===== src/rtl/cla_slice_adder.sv =====
// cla_slice_adder: multi-cycle wide adder, one 16-bit CLA slice per clock
//
// Optional build macro: CLA_SLICE_SUB_EN (adds the sub port for a - b).
//
// Ports (cla_slice_adder, W = 16*NSLICE):
//   clk    in   rising-edge clock
//   rst_n  in   asynchronous active-low reset
//   start  in   request, sampled only in IDLE
//   a, b   in   W-bit operands, latched on the accepting edge
//   cin    in   carry into slice 0, latched on the accepting edge
//   sub    in   (CLA_SLICE_SUB_EN only) 1 = compute a - b
//   busy   out  high while slices are being computed
//   done   out  one-cycle pulse, result newly updated
//   s      out  W-bit registered sum
//   cout   out  registered carry out of the top slice
//   ovf    out  registered two's-complement overflow
//
// Also defines CLA_16bit (a, b, cin -> s, cout, GP, GG) and its 4-bit group
// block cla_4bit (a, b, cin -> s, gp, gg).

module cla_4bit (
  input  logic [3:0] a,
  input  logic [3:0] b,
  input  logic       cin,
  output logic [3:0] s,
  output logic       gp,
  output logic       gg
);
  logic [3:0] p, g, c;
  assign p = a ^ b;
  assign g = a & b;
  assign c[0] = cin;
  assign c[1] = g[0] | (p[0] & cin);
  assign c[2] = g[1] | (p[1] & g[0]) | (p[1] & p[0] & cin);
  assign c[3] = g[2] | (p[2] & g[1]) | (p[2] & p[1] & g[0]) | (p[2] & p[1] & p[0] & cin);
  assign s = p ^ c;
  assign gp = &p;
  assign gg = g[3] | (p[3] & g[2]) | (p[3] & p[2] & g[1]) | (p[3] & p[2] & p[1] & g[0]);
endmodule

module CLA_16bit (
  input  logic [15:0] a,
  input  logic [15:0] b,
  input  logic        cin,
  output logic [15:0] s,
  output logic        cout,
  output logic        GP,
  output logic        GG
);
  logic [3:0] gp, gg;
  logic [4:0] c;
  for (genvar i = 0; i < 4; i++) begin : g_grp
    cla_4bit u_grp (
      .a  (a[4*i +: 4]),
      .b  (b[4*i +: 4]),
      .cin(c[i]),
      .s  (s[4*i +: 4]),
      .gp (gp[i]),
      .gg (gg[i])
    );
  end
  // Second-level lookahead: group carries come straight from cin and the
  // group generate/propagate terms, never rippling through a group.
  assign c[0] = cin;
  assign c[1] = gg[0] | (gp[0] & c[0]);
  assign c[2] = gg[1] | (gp[1] & gg[0]) | (gp[1] & gp[0] & c[0]);
  assign c[3] = gg[2] | (gp[2] & gg[1]) | (gp[2] & gp[1] & gg[0]) | (gp[2] & gp[1] & gp[0] & c[0]);
  assign GP = &gp;
  assign GG = gg[3] | (gp[3] & gg[2]) | (gp[3] & gp[2] & gg[1]) | (gp[3] & gp[2] & gp[1] & gg[0]);
  assign c[4] = GG | (GP & c[0]);
  assign cout = c[4];
endmodule

module cla_slice_adder #(
  parameter int NSLICE = 4
) (
  input  logic                 clk,
  input  logic                 rst_n,
  input  logic                 start,
  input  logic [16*NSLICE-1:0] a,
  input  logic [16*NSLICE-1:0] b,
  input  logic                 cin,
`ifdef CLA_SLICE_SUB_EN
  input  logic                 sub,
`endif
  output logic                 busy,
  output logic                 done,
  output logic [16*NSLICE-1:0] s,
  output logic                 cout,
  output logic                 ovf
);
  localparam int W  = 16 * NSLICE;
  localparam int IW = $clog2(NSLICE);

  if (NSLICE < 2 || NSLICE > 8) begin : g_bad_nslice
    $error("cla_slice_adder: NSLICE must be in 2..8");
  end

  typedef enum logic [1:0] {IDLE, RUN, DONE} state_t;
  state_t state, state_nxt;

  logic [W-1:0]  a_reg, b_reg, sum_reg, sum_nxt, b_in;
  logic [IW-1:0] idx;
  logic          carry, c_in, last;
  logic [15:0]   cla_s;
  logic          cla_cout, cla_gp_unused, cla_gg_unused;

`ifdef CLA_SLICE_SUB_EN
  // Subtraction is a + ~b + 1, so the inversion happens once at latch time.
  assign b_in = sub ? ~b : b;
  assign c_in = sub | cin;
`else
  assign b_in = b;
  assign c_in = cin;
`endif

  assign last = (idx == IW'(NSLICE - 1));

  CLA_16bit u_cla (
    .a   (a_reg[{idx, 4'd0} +: 16]),
    .b   (b_reg[{idx, 4'd0} +: 16]),
    .cin (carry),
    .s   (cla_s),
    .cout(cla_cout),
    .GP  (cla_gp_unused),
    .GG  (cla_gg_unused)
  );

  // The full sum including the slice being computed this cycle, so the last
  // edge can publish s without an extra cycle.
  always_comb begin
    sum_nxt = sum_reg;
    sum_nxt[{idx, 4'd0} +: 16] = cla_s;
  end

  always_ff @(posedge clk or negedge rst_n) begin
    if (!rst_n) state <= IDLE;
    else state <= state_nxt;
  end

  always_comb begin
    state_nxt = state == IDLE ? (start ? RUN : IDLE) :
                state == RUN  ? (last ? DONE : RUN) : IDLE;
  end

  always_comb begin
    busy = state == RUN;
    done = state == DONE;
  end

  always_ff @(posedge clk or negedge rst_n) begin
    if (!rst_n) begin
      a_reg   <= '0;
      b_reg   <= '0;
      sum_reg <= '0;
      carry   <= 1'b0;
      idx     <= '0;
      s       <= '0;
      cout    <= 1'b0;
      ovf     <= 1'b0;
    end else if (state == IDLE && start) begin
      a_reg <= a;
      b_reg <= b_in;
      carry <= c_in;
      idx   <= '0;
    end else if (state == RUN) begin
      sum_reg <= sum_nxt;
      carry   <= cla_cout;
      idx     <= idx + 1'b1;
      if (last) begin
        s    <= sum_nxt;
        cout <= cla_cout;
        ovf  <= (a_reg[W-1] == b_reg[W-1]) && (sum_nxt[W-1] != a_reg[W-1]);
      end
    end
  end
endmodule

===== config.mk =====
export PLATFORM = sky130hd
export DESIGN_NAME = cla_slice_adder
export DESIGN_NICKNAME = d
export VERILOG_FILES = /design/src/rtl/cla_slice_adder.sv
export SDC_FILE = /design/constraint.sdc
export NUM_CORES = 1
export LEC_CHECK = 0
export CORE_AREA = 3 3 194 149
export CTS_BUF_LIST = sky130_fd_sc_hd__clkbuf_8
export DETAILED_ROUTE_END_ITERATION = 7
export DIE_AREA = 0 0 197 152
export PLACE_DENSITY_LB_ADDON = 0.25
export SETUP_SLACK_MARGIN = 0.5
export SLEW_MARGIN = 20
export SYNTH_ARGS = -nofsm -noshare
export SYNTH_HDL_FRONTEND = slang
export SYNTH_HIERARCHICAL = 1
export SYNTH_SLANG_ARGS = --single-unit

===== constraint.sdc =====
create_clock -name clk -period 4.68 [get_ports clk]
set_input_delay 0.936 -clock clk [delete_from_list [all_inputs] [get_ports clk]]
set_output_delay 0.936 -clock clk [all_outputs]
set_load 0.01 [all_outputs]

### Word-level counts from Yosys, hierarchy flattened

Cells that the tools add are included.
Widths: inputs -> output; s select.

* register bits after elaboration: 263
* output and inout bits: 68
* input bits: 132
* word-level logic and storage cells: 170

* add/sub/neg operators: 2
* shift-type cells: 4
* multiplexer cells: 9
* equality and inequality tests: 5
* reduce and logical (&&, ||, !) cells: 11
* bitwise operators: 130

Operators with widths (count)
* $shiftx 64x7->16: 2
* $and 1x1->1: 71
* $bwmux 64: 1
* $shift 16x8->64 const A: 1
* $shiftx 16x8->64: 1
* $or 1x1->1: 46
* $xor 4x4->4: 8
* $and 4x4->4: 4
* $reduce_and 16->1: 1
* $reduce_and 4->1: 4
* $mux 2: 5
* $neg 6->8: 1
* $eq 2x2->1 const B: 2
* $mux 1: 3
* $reduce_and 3->1: 1
* $add 2x1->2 const B: 1
* $eq 2x1->1 const B: 1
* $logic_and 1x1->1: 2
* $logic_not 2->1: 1
* $reduce_and 2->1: 1
* $reduce_bool 2->1: 1
* $eq 1x1->1: 1
* $ne 1x1->1: 1
* $not 1->1: 1

### Longest topological paths before layout

Gate-level depths: netlist (run 1).

* word-level depth: 17
* depth in mapped cells: 17
* depth with buffers taken out: 14

### By module

Netlist (run 1), hierarchy kept.

By module, submodules not included
* cla_slice_adder: cells an instance 867, area each 11369.7 µm², seq. area each 6581.3 µm², times used 1
* cla_4bit: cells an instance 22, area each 182.7 µm², seq. area each 0.0 µm², times used 4
* CLA_16bit: cells an instance 10, area each 60.1 µm², seq. area each 0.0 µm², times used 1

### Least setup slack after synthesis (run 1)

Ideal clock, no wire load.

* path kind: reg2reg
* from: register idx[0]
* to: register ovf
* slack: 0.893 ns
* period minus slack after synthesis: 3.787 ns
* cell stages (with the launch flop): 18
* library setup time: 0.069 ns
* path buffers: 3
* data arrival time: 3.718 ns
* required time: 4.611 ns
* path through: dfrtp_1 -> buf_4 -> buf_2 -> mux4_2 -> ha_1 -> a21oi_1 -> nand2_1 -> a21o_1 -> a21o_1 -> a21oi_2 -> inv_2 -> a21o_1 -> nand4_1 -> nand3_1 -> xor2_1 -> clkbuf_1 -> a2111o_1 -> nand3_1

* elaborated cells between the ends (all ways): 124
* those cells by class: add/sub (1); eq/ne (2); shift (4); mux (1); bitwise (111); reduce/logical (5)

RTL lines
* start: declaration: line 103 `logic [IW-1:0] idx;`
* start signal: assignment: line 169 `idx <= idx + 1'b1;`
* $shiftx 64x7->16, on equally long branches: line 120, 121
* $xor 4x4->4 or $and 4x4->4 (tied branches): line 30, 31
* $and 1x1->1: line 38 `assign gg = g[3] | (p[3] & g[2]) | (p[3] & p[2] & g[1]) | (p[3] & p[2] & p[1] & g[0]);`
* $or 1x1->1 or $and 1x1->1 (tied branches) (2 in series): line 38
* $or 1x1->1 *: line 38
* net u_cla.gg[0]: line 50 `logic [3:0] gp, gg;`
* $or 1x1->1 *: line 65 `assign c[1] = gg[0] | (gp[0] & c[0]);`
* net u_cla.c[1]: line 51 `logic [4:0] c;`
* $and 1x1->1, on equally long branches: line 33, 34, 35
* $or 1x1->1, on equally long branches: line 33, 34, 35
* $xor 4x4->4 *: line 36 `assign s = p ^ c;`
* $shiftx 16x8->64 *: line 133 `sum_nxt[{idx, 4'd0} +: 16] = cla_s;`
* $bwmux 64 *: line 133
* $ne 1x1->1 *: line 173 `ovf <= (a_reg[W-1] == b_reg[W-1]) && (sum_nxt[W-1] != a_reg[W-1]);`
* $logic_and 1x1->1 *: line 173
* end signal: assignment: line 173
* end: declaration: line 90 `output logic ovf`

The timed path passes the listed nets; every way through them passes the cells marked *.
A chain may end at the register's enable or synchronous reset.

### Worst setup path in the final report (run 1)

* from: register idx[1]
* to: register s[14]

* elaborated cells between the ends (all ways): 122
* those cells by class: add/sub (1); eq/ne (1); shift (4); mux (1); bitwise (111); reduce/logical (4)

RTL lines
* $shiftx 64x7->16, on equally long branches: line 120, 121
* $xor 4x4->4 or $and 4x4->4 (tied branches): line 30, 31
* $and 1x1->1: line 38
* $or 1x1->1 or $and 1x1->1 (tied branches) (2 in series): line 38
* $or 1x1->1 *: line 38
* net u_cla.gg[0]: line 50
* $or 1x1->1 *: line 65
* net u_cla.c[1]: line 51
* $and 1x1->1, on equally long branches: line 33, 34, 35
* $or 1x1->1, on equally long branches: line 33, 34, 35
* $xor 4x4->4 *: line 36
* $shiftx 16x8->64 *: line 133
* $bwmux 64 *: line 133
* end signal: assignment: line 171 `s <= sum_nxt;`
* end: declaration: line 88 `output logic [16*NSLICE-1:0] s,`

Marked as above.

==> results of run 1 <==
-- placed cells by master (no fill, tap or decap), drive strengths merged --
cell           instances
a2111o                 1
a21o                  10
a21oi                 75
a22o                  64
a22oi                  1
a31oi                  1
and2                   1
and4                   4
and4b                  1
and4bb                 3
buf                   30
clkbuf                54
clkdlybuf4s50        198
clkinv                10
clkinvlp               1
dfrtp                263
fa                     4
ha                    26
inv                   30
mux2                 129
mux2i                  1
mux4                  32
nand2                 78
nand2b                 2
nand3                  9
nand3b                 1
nand4                  5
nor2                   2
nor2b                 65
nor3b                  1
nor4                   3
nor4b                  1
o21ai                 68
o21bai                 1
xnor2                  8
xor2                   4
-- what timing repair did --
action / CTS / global route
endpoints found under the setup margin: 0 / 28
setup buffers: 0 / 7
hold buffers: 0 / 0
gates resized for setup: 0 / 1
-- critical path, delay by kind of cell, from the launching register on --
family	cells	cell delay, ps
AO/OA/AOI/OAI	9	1660
flip-flops	1	710
multiplexers	1	410
XOR/XNOR	1	390
adder cells (fa/ha/maj)	1	380
AND/OR/NAND/NOR	1	100
buffers and inverters	1	70
-- worst max path at each step --
| stage | to | slack [ps] | cells after the start |
|---|---|---|---|
| final | s[14]$_DFFE_PN0P_ | 860 | 14 |
| after floorplan | ovf$_DFFE_PN0P_ | 910 | 17 |
| after detailed placement | s[46]$_DFFE_PN0P_ | 600 | 14 |
| after CTS | s[62]$_DFFE_PN0P_ | 570 | 14 |
| after global placement | s[30]$_DFFE_PN0P_ | 730 | 14 |
| after global routing | s[14]$_DFFE_PN0P_ | 570 | 14 |
-- per-layer routing --
metal,up-vias,track usage,wire [microns]
met3,53,0.0549,2250
met4,2,0.0529,595
li1,3831,-,-
met2,249,0.303,13500
met1,4301,0.331,15800
met5,-,0,13
-- layout make-up --
class                      count  area share
clock buffer                  54      0.0486
clock inverter                19     0.00573
inverter                      22     0.00540
multi-input combinational    601       0.333
sequential                   263       0.431
tap                          351      0.0287
timing repair buffer         228       0.147
-- stage by stage --
step                       util  area, sq um  hold slack (ps)
after floorplan               -        12100              456
after global placement    0.534        14400              462
after detailed placement  0.534        14400              469
after CTS                 0.565        15200              482
after global routing      0.567        15300              503
final                     0.567        15300              418
==> impl_metrics.toml, run 1 <==
[outcome]
status = "finished, final reports clean"

[timing]
tightestPinTransition_ps = 1000
setup_viol = 0
period_share = 0.816
grt_setup_unrepaired = "false"
tns_ps = 0
clock.fmax_mhz = 262
hold_viol = 0
slew_viol_final = 0
fin_worst_skew_ps = 25.0
min_period_ps = 3820
worst_slack_ps = 860
relSlewSlack = 0.326

[floorplanning]
design.die.area_sq_mm = 0.0299
initial_core_util = 0.451
coreArea_sq_mm = 0.0269
dieHeight_microns = 152
rows = 52
ios = 200
fp.dieW_microns = 197

[layout]
seqCellArea_sq_mm = 0.00659
drive_above_1_share = 0.233
multi_input_area_sq_mm = 0.00509
fillCellCount = 2255
fin_nets = 1320
antenna_cells = 0
area_delta_synth_final_pct = 25.8
fin_cells = 1538

[setup_path]
crit_required_ps = 5150
criticalPathCategory = "flip-flop to flip-flop"
cp_slowest_stage_delay_ps = 710
slowest_stage = "dfrtp_2"
crit_path_end_kind = "flip-flop"
worst_ep_arrival_time_ps = 4290
path_cells = "mux4_2 > ha_1 > a21oi_1 > nand2_1 > a21o_1 > a21o_1 > a21oi_2 > inv_2 > a21o_1 > a21o_1 > a21oi_2 > xnor2_1 > a21oi_1 > o21ai_0"
path_max_fanout = 18
critPathLaunchType = "flip-flop"
ff2ff_path_depth = 14
regToRegSetupSlack_ps = 860
crit_start = "idx[1]$_DFFE_PN0P_"
crit_top_cell = "a21o_1"
rr_endpoint = "s[14]$_DFFE_PN0P_"
rr_startpoint = "idx[1]$_DFFE_PN0P_"

[run]
drv_cap = 0

[routing]
via_per_inst = 5.49
wl_per_cell_microns = 20.9
vias = 8436
wl_microns = 32200
drt_iter0_drc = 513
drt-pass1-iter-count = 5
ant_nets = 0
post-route-drc-count = 0

[placement]
dp_hpwl_microns = 21900
dp_cells = 1458
io_buffers = 199
dp_slack_ps = 598
place.gp.congestion = 0.817

[global_route]
grt_usage = 0.215
grt_max_degree = 115
antenna_found_initial = 1
grt_pass1_wl_microns = 50300
globalRoute.totalOverflow = 0
grt_pass1_vias = 8557

[clock_network]
cts_max_path_buffers = 3
htreeDepth = 2
clkLatencyLatePin_ps = 560
cts_tree = "yes"
clk_pin_slew_ps = 60
clock-sinks = 263
root_buffer = "clkbuf_8"
cts_made_buffers = 42

[logic_synthesis]
synth_nets = 1124
syn_area_sq_mm = 0.0121
syn_inst = 962
yosys_warnings = 6
syn_avg_cell_area_sq_um = 12.6

[min_path]
hold_class = "primary input to async pin"
Power of run 1 is left out: the tool's default activity adds up to more than one toggle a clock period on the data nets, which glitch-free logic cannot reach.
==> run 2: changes to the inputs <==
clock period = 3.1 ns   (was 4.68 ns; I/O delays follow)
==> impl_metrics.toml, run 2 (synthesis results as in run 1) <==
[layout]
drive_above_1_share = 0.326
layout_common_cells = "dfrtp_1, clkdlybuf4s50_1, mux2_2"
layout_commonest_cell = "dfrtp_1"
area_delta_synth_final_pct = 35.5
utilization = 0.611
fin_nets = 1377
fin_area_sq_mm = 0.0165

[setup_path]
path_max_fanout = 7
crit_start = "idx[0]$_DFFE_PN0P_"
ff2ff_path_depth = 15
crit_path_end_kind = "flip-flop"
worst_ep_arrival_time_ps = 3970
cp_slowest_stage_delay_ps = 530
crit_required_ps = 3590
criticalPathCategory = "flip-flop to flip-flop"
critPathLaunchType = "flip-flop"
slowest_stage = "mux4_2"
rr_startpoint = "idx[0]$_DFFE_PN0P_"
regToRegSetupSlack_ps = -380
crit_buf_inv = 2
crit_end = "ovf$_DFFE_PN0P_"
crit_top_cell = "a21o_1"
path_cells = "buf_12 > mux4_2 > ha_4 > a21oi_4 > nand2_1 > a21o_1 > a21o_1 > a21oi_2 > inv_2 > a21o_1 > nand4_1 > nand3_4 > xor2_4 > a2111o_1 > nand3_1"
critPathTopFamily = "compound AO/OA/AOI/OAI gates"
worstSetupPathDepth = 15
rr_endpoint = "ovf$_DFFE_PN0P_"

[routing]
wl_microns = 32900
vias = 8637
m1WireLength_microns = 16300
ant_nets = 0
drt_iter0_drc = 624
drt-pass1-iter-count = 4
wl_met3_microns = 2210
dr_wl_met2_microns = 13800
wl_per_cell_microns = 20.7
post-route-drc-count = 0
top_layer = "met4"
via_per_inst = 5.43

[floorplanning]
rows = 52
ios = 200
coreArea_sq_mm = 0.0269
dieHeight_microns = 152
design.die.area_sq_mm = 0.0299
initial_core_util = 0.451
fp.dieW_microns = 197

[global_route]
grt_pass1_vias = 8997
grt_max_degree = 73
antenna_found_initial = 1
grt_pass1_wl_microns = 52100
grt_usage = 0.220
globalRoute.totalOverflow = 0

[clock_network]
root_buffer = "clkbuf_8"
cts_max_path_buffers = 3
clk_pin_slew_ps = 60
hold_buffers = 0
htreeDepth = 2
clkLatencyLatePin_ps = 550
clock-sinks = 263
cts_tree = "yes"
cts_made_buffers = 42

[timing]
slew_viol_final = 0
min_period_ps = 3480
tightestPinTransition_ps = 708
period_share = 1.12
setup_viol = 93
worst_slack_ps = -380
relSlewSlack = 0.527
grt_setup_unrepaired = "true"
hold_viol = 0
fin_worst_skew_ps = 24.9
clock.fmax_mhz = 287

[min_path]
hold_class = "primary input to async pin"

[outcome]
status = "finished, violations left"
violations = "setup timing"

[placement]
dp_hpwl_microns = 23000
place.gp.congestion = 0.821
placed_area_sq_mm = 0.0151
io_buffers = 199

[run]
drv_cap = 0
-- run 2: layout make-up --
cell class | instances | area (sq um)
Fill cell | 2145 | 10500
Sequential cell | 263 | 6580
Multi-Input combinational cell | 602 | 5630
Timing Repair Buffer | 284 | 2940
Clock buffer | 50 | 688
Tap cell | 351 | 439
Inverter | 22 | 93.8
Clock inverter | 17 | 77.6
Antenna cell | 1 | 2.50
-- run 2: worst min-delay path by stage --
| stage | from | to |
|---|---|---|
| 6_report | rst_n | b_reg[33]$_DFFE_PN0P_ |
| 3_5_place_dp | s[0]$_DFFE_PN0P_ | s[0]$_DFFE_PN0P_ |
| 3_3_place_gp | s[18]$_DFFE_PN0P_ | s[18]$_DFFE_PN0P_ |
| 5_1_grt | rst_n | b_reg[17]$_DFFE_PN0P_ |
| 2_1_floorplan | rst_n | a_reg[0]$_DFFE_PN0P_ |
| 4_1_cts | rst_n | cout$_DFFE_PN0P_ |
-- run 2: through the flow --
step / TNS [ps] / setup WS (ps) / hold slack (ps) / instances
after detailed placement: -15040 / -476 / 471 / 1509
after CTS: -10660 / -278 / 49.3 / 1584
after global placement: -12260 / -458 / 464 / 1509
after global routing: -26620 / -470 / 66.2 / 1590
after floorplan: -6700 / -295 / 324 / 962
final: -17200 / -380 / 48.0 / 1590
-- run 2: per-layer routing --
metal	up-vias	track usage
li1	3944	-
met1	4388	0.348
met2	260	0.308
met3	45	0.0534
met4	0	0.0458
met5	-	0
-- run 2: timing repair --
| action | 4_1_cts | 5_1_grt |
|---|---|---|
| cloned | 1 | 0 |
| hold endpoints to repair | 0 | 0 |
| endpoints found under the setup margin | 112 | 115 |
| pin swaps | 28 | 36 |
| resized for setup | 72 | 21 |
| setup buffers | 7 | 5 |
Power of run 2 is left out for the same reason.
